<file path="config.mk">
export PLATFORM = sky130hd
export DESIGN_NAME = ws2812b_frame_sequencer
export DESIGN_NICKNAME = d
export VERILOG_FILES = /design/src/rtl/ws2812b_pkg.sv /design/src/rtl/ws2812b_pixel_bank.sv /design/src/rtl/ws2812b_frame_sequencer.sv
export SDC_FILE = /design/constraint.sdc
export NUM_CORES = 1
export LEC_CHECK = 0
export ABC_AREA = 0
export BUFFER_PORTS_ARGS = -buffer_cell sky130_fd_sc_hd__clkbuf_2
export CAP_MARGIN = 10
export CORE_ASPECT_RATIO = 1.5
export CORE_MARGIN = 2
export CORE_UTILIZATION = 56
export CTS_CLUSTER_DIAMETER = 200
export CTS_CLUSTER_SIZE = 12
export DETAILED_ROUTE_END_ITERATION = 7
export GPL_TIMING_DRIVEN = 0
export PLACE_DENSITY = 0.79
export SETUP_SLACK_MARGIN = 0.02
export SLEW_MARGIN = 10
export SYNTH_ARGS = -nofsm -noshare
export SYNTH_HDL_FRONTEND = slang
export SYNTH_SLANG_ARGS = --single-unit
</file>
<file path="constraint.sdc">
create_clock -name clk -period 4.5 [get_ports clk]
set_input_delay 0.45 -clock clk [delete_from_list [all_inputs] [get_ports clk]]
set_output_delay 0.45 -clock clk [all_outputs]
set_load 0.01 [all_outputs]
</file>
<file path="src/rtl/ws2812b_pkg.sv">
// Shared encodings for the WS2812b capture sequencer: FSM states,
// register addresses, status bit positions and the wire-to-bank slot map.
package ws2812b_pkg;

  localparam int WS_MAX_PIX = 4;
  localparam int WS_CNT_W   = 8;

  localparam logic [2:0] ST_WAIT    = 3'd0;
  localparam logic [2:0] ST_SKIP    = 3'd1;
  localparam logic [2:0] ST_CAPTURE = 3'd2;
  localparam logic [2:0] ST_FORWARD = 3'd3;
  localparam logic [2:0] ST_DONE    = 3'd4;

  localparam logic [3:0] ADDR_SKIP = 4'hC;
  localparam logic [3:0] ADDR_CFG  = 4'hD;
  localparam logic [3:0] ADDR_CLR  = 4'hE;
  localparam logic [3:0] ADDR_STAT = 4'hF;

  localparam int STAT_READY   = 7;
  localparam int STAT_OVERRUN = 6;
  localparam int STAT_SHORT   = 5;
  localparam int STAT_ABSORB  = 4;

  // Wire order within a pixel is G,R,B; the bank stores R,G,B.
  function automatic logic [1:0] wire_slot(input logic [1:0] byte_idx);
    case (byte_idx)
      2'd0:    return 2'd1;
      2'd1:    return 2'd0;
      default: return 2'd2;
    endcase
  endfunction

endpackage

</file>
<file path="src/rtl/ws2812b_pixel_bank.sv">
// Shadow bank filled during capture and CPU-visible bank loaded on commit.
module ws2812b_pixel_bank
  import ws2812b_pkg::*;
#(
  parameter int MAX_PIX = WS_MAX_PIX
) (
  input  logic       clk,
  input  logic       rst_n,
  input  logic       wr_en,
  input  logic [3:0] wr_addr,
  input  logic [7:0] wr_data,
  input  logic       commit,
  input  logic [3:0] rd_addr,
  output logic [7:0] rd_data
);

  localparam int         DEPTH   = 3 * MAX_PIX;
  localparam logic [3:0] DEPTH_A = 4'(DEPTH);

  logic [7:0] shadow_q  [DEPTH];
  logic [7:0] shadow_d  [DEPTH];
  logic [7:0] visible_q [DEPTH];
  logic [7:0] visible_d [DEPTH];

  // Next-state for both banks: byte write into shadow, whole-bank copy on commit.
  always_comb begin
    shadow_d  = shadow_q;
    visible_d = visible_q;
    if (wr_en && (wr_addr < DEPTH_A)) shadow_d[wr_addr] = wr_data;
    if (commit) visible_d = shadow_q;
  end

  // Bank storage.
  always_ff @(posedge clk or negedge rst_n) begin
    if (!rst_n) begin
      shadow_q  <= '{default: '0};
      visible_q <= '{default: '0};
    end else begin
      shadow_q  <= shadow_d;
      visible_q <= visible_d;
    end
  end

  // CPU read port on the visible bank.
  always_comb begin
    rd_data = 8'h00;
    if (rd_addr < DEPTH_A) rd_data = visible_q[rd_addr];
  end

endmodule

</file>
<file path="src/rtl/ws2812b_frame_sequencer.sv">
// Frame sequencer: skips SKIP pixels, captures COUNT pixels into the shadow
// bank, commits on frame end and drives the per-byte forward gate.
//
// state   | meaning
// WAIT    | between frames, staging config is live, next byte starts a frame
// SKIP    | leading pixels forwarded, not captured
// CAPTURE | pixel bytes written to the shadow bank
// FORWARD | remaining bytes pass through, only counted
// DONE    | one cycle after idle: commit if capture completed
module ws2812b_frame_sequencer
  import ws2812b_pkg::*;
#(
  parameter int MAX_PIX = WS_MAX_PIX,
  parameter int CNT_W   = WS_CNT_W
) (
  input  logic       clk,
  input  logic       rst_n,
  input  logic       byte_valid,
  input  logic [7:0] byte_data,
  input  logic       idle,
  input  logic [3:0] address,
  input  logic       data_write,
  input  logic [7:0] data_in,
  output logic [7:0] data_out,
  output logic       fwd_en,
  output logic       frame_ready
);

  localparam logic [CNT_W-1:0] PIX_ONE   = CNT_W'(1);
  localparam logic [CNT_W-1:0] PIX_MAX   = '1;
  localparam logic [2:0]       COUNT_MAX = 3'(MAX_PIX);

  function automatic logic [2:0] clamp_count(input logic [2:0] c);
    return (c > COUNT_MAX) ? COUNT_MAX : c;
  endfunction

  logic [2:0]       state_q, state_d;
  logic [1:0]       bip_q, bip_d;
  logic [CNT_W-1:0] pix_q, pix_d;
  logic [CNT_W-1:0] skip_stg_q, skip_stg_d, skip_act_q, skip_act_d;
  logic [2:0]       count_stg_q, count_stg_d, count_act_q, count_act_d;
  logic             absorb_stg_q, absorb_stg_d, absorb_act_q, absorb_act_d;
  logic             complete_q, complete_d;
  logic             fwd_en_q, fwd_en_d;
  logic             ready_q, ready_d;
  logic             overrun_q, overrun_d;
  logic             short_q, short_d;

  logic [2:0]       eff_state, next_state;
  logic [CNT_W-1:0] skip_sel, cap_idx, pix_next;
  logic [2:0]       count_sel;
  logic             absorb_sel;
  logic             wr_en, commit;
  logic [3:0]       wr_addr, wr_idx;
  logic [7:0]       bank_rd;

  // FSM, counters, config staging, flags and forward gate.
  always_comb begin
    state_d      = state_q;
    bip_d        = bip_q;
    pix_d        = pix_q;
    skip_stg_d   = skip_stg_q;
    count_stg_d  = count_stg_q;
    absorb_stg_d = absorb_stg_q;
    skip_act_d   = skip_act_q;
    count_act_d  = count_act_q;
    absorb_act_d = absorb_act_q;
    complete_d   = complete_q;
    fwd_en_d     = fwd_en_q;
    ready_d      = ready_q;
    overrun_d    = overrun_q;
    short_d      = short_q;
    wr_en        = 1'b0;
    wr_idx       = 4'd0;
    wr_addr      = 4'd0;
    commit       = 1'b0;
    eff_state    = state_q;
    next_state   = state_q;
    pix_next     = pix_q;

    // The frame decision in WAIT sees the staged config it is about to latch.
    skip_sel   = (state_q == ST_WAIT) ? skip_stg_q : skip_act_q;
    count_sel  = (state_q == ST_WAIT) ? clamp_count(count_stg_q) : count_act_q;
    absorb_sel = (state_q == ST_WAIT) ? absorb_stg_q : absorb_act_q;
    cap_idx    = pix_q - skip_sel;

    if (data_write) begin
      case (address)
        ADDR_SKIP: skip_stg_d = CNT_W'(data_in);
        ADDR_CFG: begin
          absorb_stg_d = data_in[7];
          count_stg_d  = data_in[2:0];
        end
        ADDR_CLR: begin
          if (data_in[7]) ready_d   = 1'b0;
          if (data_in[6]) overrun_d = 1'b0;
          if (data_in[5]) short_d   = 1'b0;
        end
        default: ;
      endcase
    end

    if (state_q == ST_DONE) begin
      commit     = complete_q;
      if (complete_q) begin
        ready_d = 1'b1;
        if (ready_q) overrun_d = 1'b1;
      end
      complete_d = 1'b0;
      bip_d      = 2'd0;
      pix_d      = '0;
      state_d    = ST_WAIT;
    end else if (idle) begin
      if (state_q == ST_CAPTURE) short_d = 1'b1;
      state_d = ST_DONE;
    end else if (byte_valid) begin
      if (state_q == ST_WAIT) begin
        skip_act_d   = skip_stg_q;
        count_act_d  = clamp_count(count_stg_q);
        absorb_act_d = absorb_stg_q;
        if (skip_sel != '0)       eff_state = ST_SKIP;
        else if (count_sel != '0) eff_state = ST_CAPTURE;
        else                      eff_state = ST_FORWARD;
      end
      if (bip_q == 2'd2) begin
        bip_d    = 2'd0;
        pix_next = (pix_q == PIX_MAX) ? pix_q : pix_q + PIX_ONE;
      end else begin
        bip_d    = bip_q + 2'd1;
      end
      pix_d      = pix_next;
      next_state = eff_state;
      if (eff_state == ST_CAPTURE) begin
        wr_en   = 1'b1;
        wr_idx  = 4'(cap_idx);
        wr_addr = wr_idx * 4'd3 + {2'b00, wire_slot(bip_q)};
        if ((bip_q == 2'd2) && ((cap_idx + PIX_ONE) == CNT_W'(count_sel))) begin
          next_state = ST_FORWARD;
          complete_d = 1'b1;
        end
      end
      if ((eff_state == ST_SKIP) && (pix_next == skip_sel))
        next_state = (count_sel != '0) ? ST_CAPTURE : ST_FORWARD;
      state_d  = next_state;
      fwd_en_d = !((next_state == ST_CAPTURE) && absorb_sel);
    end

    // Between frames the gate tracks the config the next frame will use.
    if (state_d == ST_WAIT)
      fwd_en_d = !absorb_stg_q || (clamp_count(count_stg_q) == 3'd0) || (skip_stg_q != '0);
  end

  // Sequencer registers.
  always_ff @(posedge clk or negedge rst_n) begin
    if (!rst_n) begin
      state_q      <= ST_WAIT;
      bip_q        <= 2'd0;
      pix_q        <= '0;
      skip_stg_q   <= '0;
      count_stg_q  <= 3'd1;
      absorb_stg_q <= 1'b1;
      skip_act_q   <= '0;
      count_act_q  <= 3'd1;
      absorb_act_q <= 1'b1;
      complete_q   <= 1'b0;
      fwd_en_q     <= 1'b0;
      ready_q      <= 1'b0;
      overrun_q    <= 1'b0;
      short_q      <= 1'b0;
    end else begin
      state_q      <= state_d;
      bip_q        <= bip_d;
      pix_q        <= pix_d;
      skip_stg_q   <= skip_stg_d;
      count_stg_q  <= count_stg_d;
      absorb_stg_q <= absorb_stg_d;
      skip_act_q   <= skip_act_d;
      count_act_q  <= count_act_d;
      absorb_act_q <= absorb_act_d;
      complete_q   <= complete_d;
      fwd_en_q     <= fwd_en_d;
      ready_q      <= ready_d;
      overrun_q    <= overrun_d;
      short_q      <= short_d;
    end
  end

  ws2812b_pixel_bank #(.MAX_PIX(MAX_PIX)) u_bank (
    .clk     (clk),
    .rst_n   (rst_n),
    .wr_en   (wr_en),
    .wr_addr (wr_addr),
    .wr_data (byte_data),
    .commit  (commit),
    .rd_addr (address),
    .rd_data (bank_rd)
  );

  // CPU read mux.
  always_comb begin
    case (address)
      ADDR_SKIP: data_out = 8'(skip_stg_q);
      ADDR_CFG:  data_out = {absorb_stg_q, 4'b0000, count_stg_q};
      ADDR_CLR:  data_out = 8'h00;
      ADDR_STAT: data_out = {ready_q, overrun_q, short_q, absorb_act_q, 1'b0, state_q};
      default:   data_out = bank_rd;
    endcase
  end

  assign fwd_en      = fwd_en_q;
  assign frame_ready = ready_q;

endmodule
</file>
==> run metrics <==
run status=finished clean; WL met1=10050 µm; Worst Hold Class=primary input to flop; total die area=21050 µm²; CTS H-tree lvls=1; most frequent standard cell in the layout excluding fill and tap cells=sky130_fd_sc_hd__dfrtp_1; clock latency on the worst-skew pair=0.51 ns; number of rows in the core area=63; arrival time at the worst endpoint=4.78 ns; Tcrit/Tclk final=97.36%; count of antenna-violating nets left after detailed routing=0; share of flip-flops with an asynchronous set or reset after synthesis=100.0%; setup TNS=0 ns; DRC violation count after routing=0; clock root buffer=sky130_fd_sc_hd__clkbuf_16; DP Wirelength=17730 µm; initial drt markers=490; number of global-route vias before repair=7663; most frequent cells in the layout=sky130_fd_sc_hd__dfrtp_1 (230), sky130_fd_sc_hd__mux2_2 (210), sky130_fd_sc_hd__clkbuf_1 (49); horizontal die dimension=119.1 µm; average instance area after synthesis=13.56 µm²; achievable clock frequency=228.3 MHz; number of distinct standard cells referenced by the synthesized netlist=61; largest net degree at the start of global routing=97; final total power=7.653 mW; post-synth top area cell=sky130_fd_sc_hd__dfrtp_1; maximum count of clock buffers along a single path=3; category of the worst setup path launch point=flop; count of flip-flops with a built-in enable after synthesis=0; biggest area contributors in the synthesized netlist=sky130_fd_sc_hd__dfrtp_1 (52%), sky130_fd_sc_hd__mux2_2 (22%), sky130_fd_sc_hd__mux4_2 (6.3%); routed vias/inst=6.131; count of nets after finishing=932; Least-Margin Pin Slew=1.160 ns; final weighted congestion in routability-driven placement=0.8942; predominant post-synthesis flop cell=sky130_fd_sc_hd__dfrtp_1; routed length per placed instance=22.38 µm; final-layout fill cell count=1399; setup clock skew after layout=0.02090 ns; power per standard cell area=601.7 nW/µm²; dpl ws=-1.037 ns; count of input and output buffers=32; worst hold slack across all endpoints=0.1747 ns; vias after detailed routing=7186; number of synthesis warnings=0; antenna diode instance count=0; total gr overflow=0; Area growth, synth to finish=14.25%; WL final=26230 µm; number of CTS-inserted buffers=23; Max VDD drop=0.4638 mV; die height=176.7 µm; number of pins exceeding their max-slew limit in the final report=0; worst rel slew slack=22.50%; leakage power=6.016 nW; clock tree from TritonCTS=yes; initial cell density of the core=56.72%; flop and latch count out of synthesis=234; final-report setup violation count=0; Synth top area share=51.70%; number of search-and-repair iterations in the first detailed-routing pass=5; top layer in use=met4; MaxCap Viol Count=0; total met2 wirelength after detailed routing=13810 µm; clk slew on worst S/H paths=0.06 ns; post-route worst setup slack=0.1190 ns; final cell utilization of the core=64.80%; sum of met3 wire segment lengths after detailed routing=1172 µm; worst endpoint required time=4.90 ns; total routing resource utilization after global routing=25.77%; layout cells sized above 1=40.35%; CP endpoint kind=flop; number of clock sinks=234; Seq/Total Area, Yosys=52.65%; post-layout minimum cycle time=4.381 ns; Synth Cell Area=11130 µm²; global-route wire length before repair=41690 µm; final hold violations=0; worst setup path class=flop to flop; Top-Level Pins=35; Crit Path Max Fanout=10; net count after synthesis=858; number of antenna violations at the first check in global routing=0; Post-Synthesis Cells=821; core region area=19630 µm²
-- metal layers --
metal,GRT usage (%),vias to the layer above
met5,0,-
met4,12.45,0
met3,4.091,81
met2,45.79,209
met1,30.47,3727
li1,-,3169
-- cells by family (layout without fill, tap and decap cells) --
group           Yosys count  after routing  share of synthesized area, %
compound gates           75             75                         4.732
mux                     261            261                         29.38
fa+ha+maj                12             12                         1.484
xor+xnor                 25             25                         2.102
simple gates            153            153                         7.396
buf+inv                  61            152                         2.259
flops                   234            234                         52.65
-- state kept, by name, summed over array words and instances, names as in the netlist --
| signal | count |
|---|---|
| pix_q | 8 |
| short_q | 1 |
| absorb_act_q | 1 |
| skip_stg_q | 8 |
| overrun_q | 1 |
| u_bank.visible_q | 96 |
| u_bank.shadow_q | 96 |
| bip_q | 2 |
| frame_ready | 1 |
| count_act_q | 3 |
| fwd_en | 1 |
| skip_act_q | 8 |
| complete_q | 1 |
| absorb_stg_q | 1 |
| state_q | 3 |
| count_stg_q | 3 |
-- repair_timing --
action | 4_1_cts | 5_1_grt
endpoints found under the setup margin | 97 | 97
setup buffers | 13 | 4
pin swaps | 9 | 8
hold endpoints to repair | 44 | 0
gates resized for setup | 36 | 15
hold buffers | 1 | 0
-- power by group --
part           switching [mW]  internal, mW  leakage, nW  total (mW)
clock network           0.772         0.963        0.312        1.74
logic                    1.69          1.52         2.50        3.21
registers               0.230          2.48         3.21        2.71
total                    2.69          4.96         6.02        7.65
-- stage by stage --
| stage | cell area (µm²) | cells |
|---|---|---|
| 2_1_floorplan | 11140 | 821 |
| 3_3_place_gp | 11630 | 1113 |
| 3_5_place_dp | 11700 | 1116 |
| 4_1_cts | 12630 | 1169 |
| 5_1_grt | 12720 | 1172 |
| 6_report | 12720 | 1172 |
-- final cells by class --
type | count | area (µm²) | share of cell area, %
buffer | 43 | 209.0 | 1.643
clock buffer | 40 | 639.4 | 5.027
clock inverter | 2 | 17.52 | 0.1377
inverter | 14 | 55.05 | 0.4329
multi-input combinational | 526 | 5201 | 40.90
sequential | 234 | 5861 | 46.08
tap | 260 | 325.3 | 2.558
timing repair buffer | 53 | 410.4 | 3.227
-- synth_stat cells, drive strengths merged (3+ instances only) --
cell type,number
a211oi,4
a21o,3
a21oi,13
a22o,8
a31oi,4
a32o,3
and2,10
and3,6
buf,11
clkbuf,36
dfrtp,230
dfstp,4
ha,10
inv,14
mux2,216
mux2i,14
mux4,31
nand2,37
nand2b,5
nand3,11
nand3b,7
nand4,7
nor2,31
nor2b,7
nor3,9
nor4,6
nor4b,3
o211ai,5
o21ai,16
o31ai,3
or3,4
or4b,3
xnor2,16
xor2,8
-- path summary, 6_finish.rpt --
path                                          start                   end  slack (ns)  cells past startpoint
worst max-delay path                     state_q[1]   u_bank.shadow_q[23]        0.12                     17
worst min-delay path                     data_in[4]         skip_stg_q[4]        0.17                      2
worst max register to register           state_q[1]   u_bank.shadow_q[23]        0.12                     17
worst min register to register  u_bank.shadow_q[15]  u_bank.visible_q[15]        0.49                      1
max in group asynchronous                     rst_n  u_bank.visible_q[62]        2.82                      4
min in group asynchronous                     rst_n  u_bank.visible_q[69]        0.44                      2
-- critical path, cell delays in order (launching register included) --
cell and delay (ns):
sky130_fd_sc_hd__dfrtp_1 0.37, sky130_fd_sc_hd__buf_6 0.13, sky130_fd_sc_hd__buf_8 0.13, sky130_fd_sc_hd__or3_4 0.42, sky130_fd_sc_hd__mux2i_4 0.23, sky130_fd_sc_hd__inv_2 0.08, sky130_fd_sc_hd__ha_4 0.15, sky130_fd_sc_hd__inv_4 0.04
sky130_fd_sc_hd__ha_4 0.28, sky130_fd_sc_hd__inv_2 0.04, sky130_fd_sc_hd__fa_1 0.51, sky130_fd_sc_hd__inv_1 0.05, sky130_fd_sc_hd__ha_2 0.18, sky130_fd_sc_hd__fa_2 0.49, sky130_fd_sc_hd__nor4_4 0.39, sky130_fd_sc_hd__and3b_2 0.27
sky130_fd_sc_hd__buf_12 0.14, sky130_fd_sc_hd__mux2_2 0.33
Power figures use the tool's default switching activity.
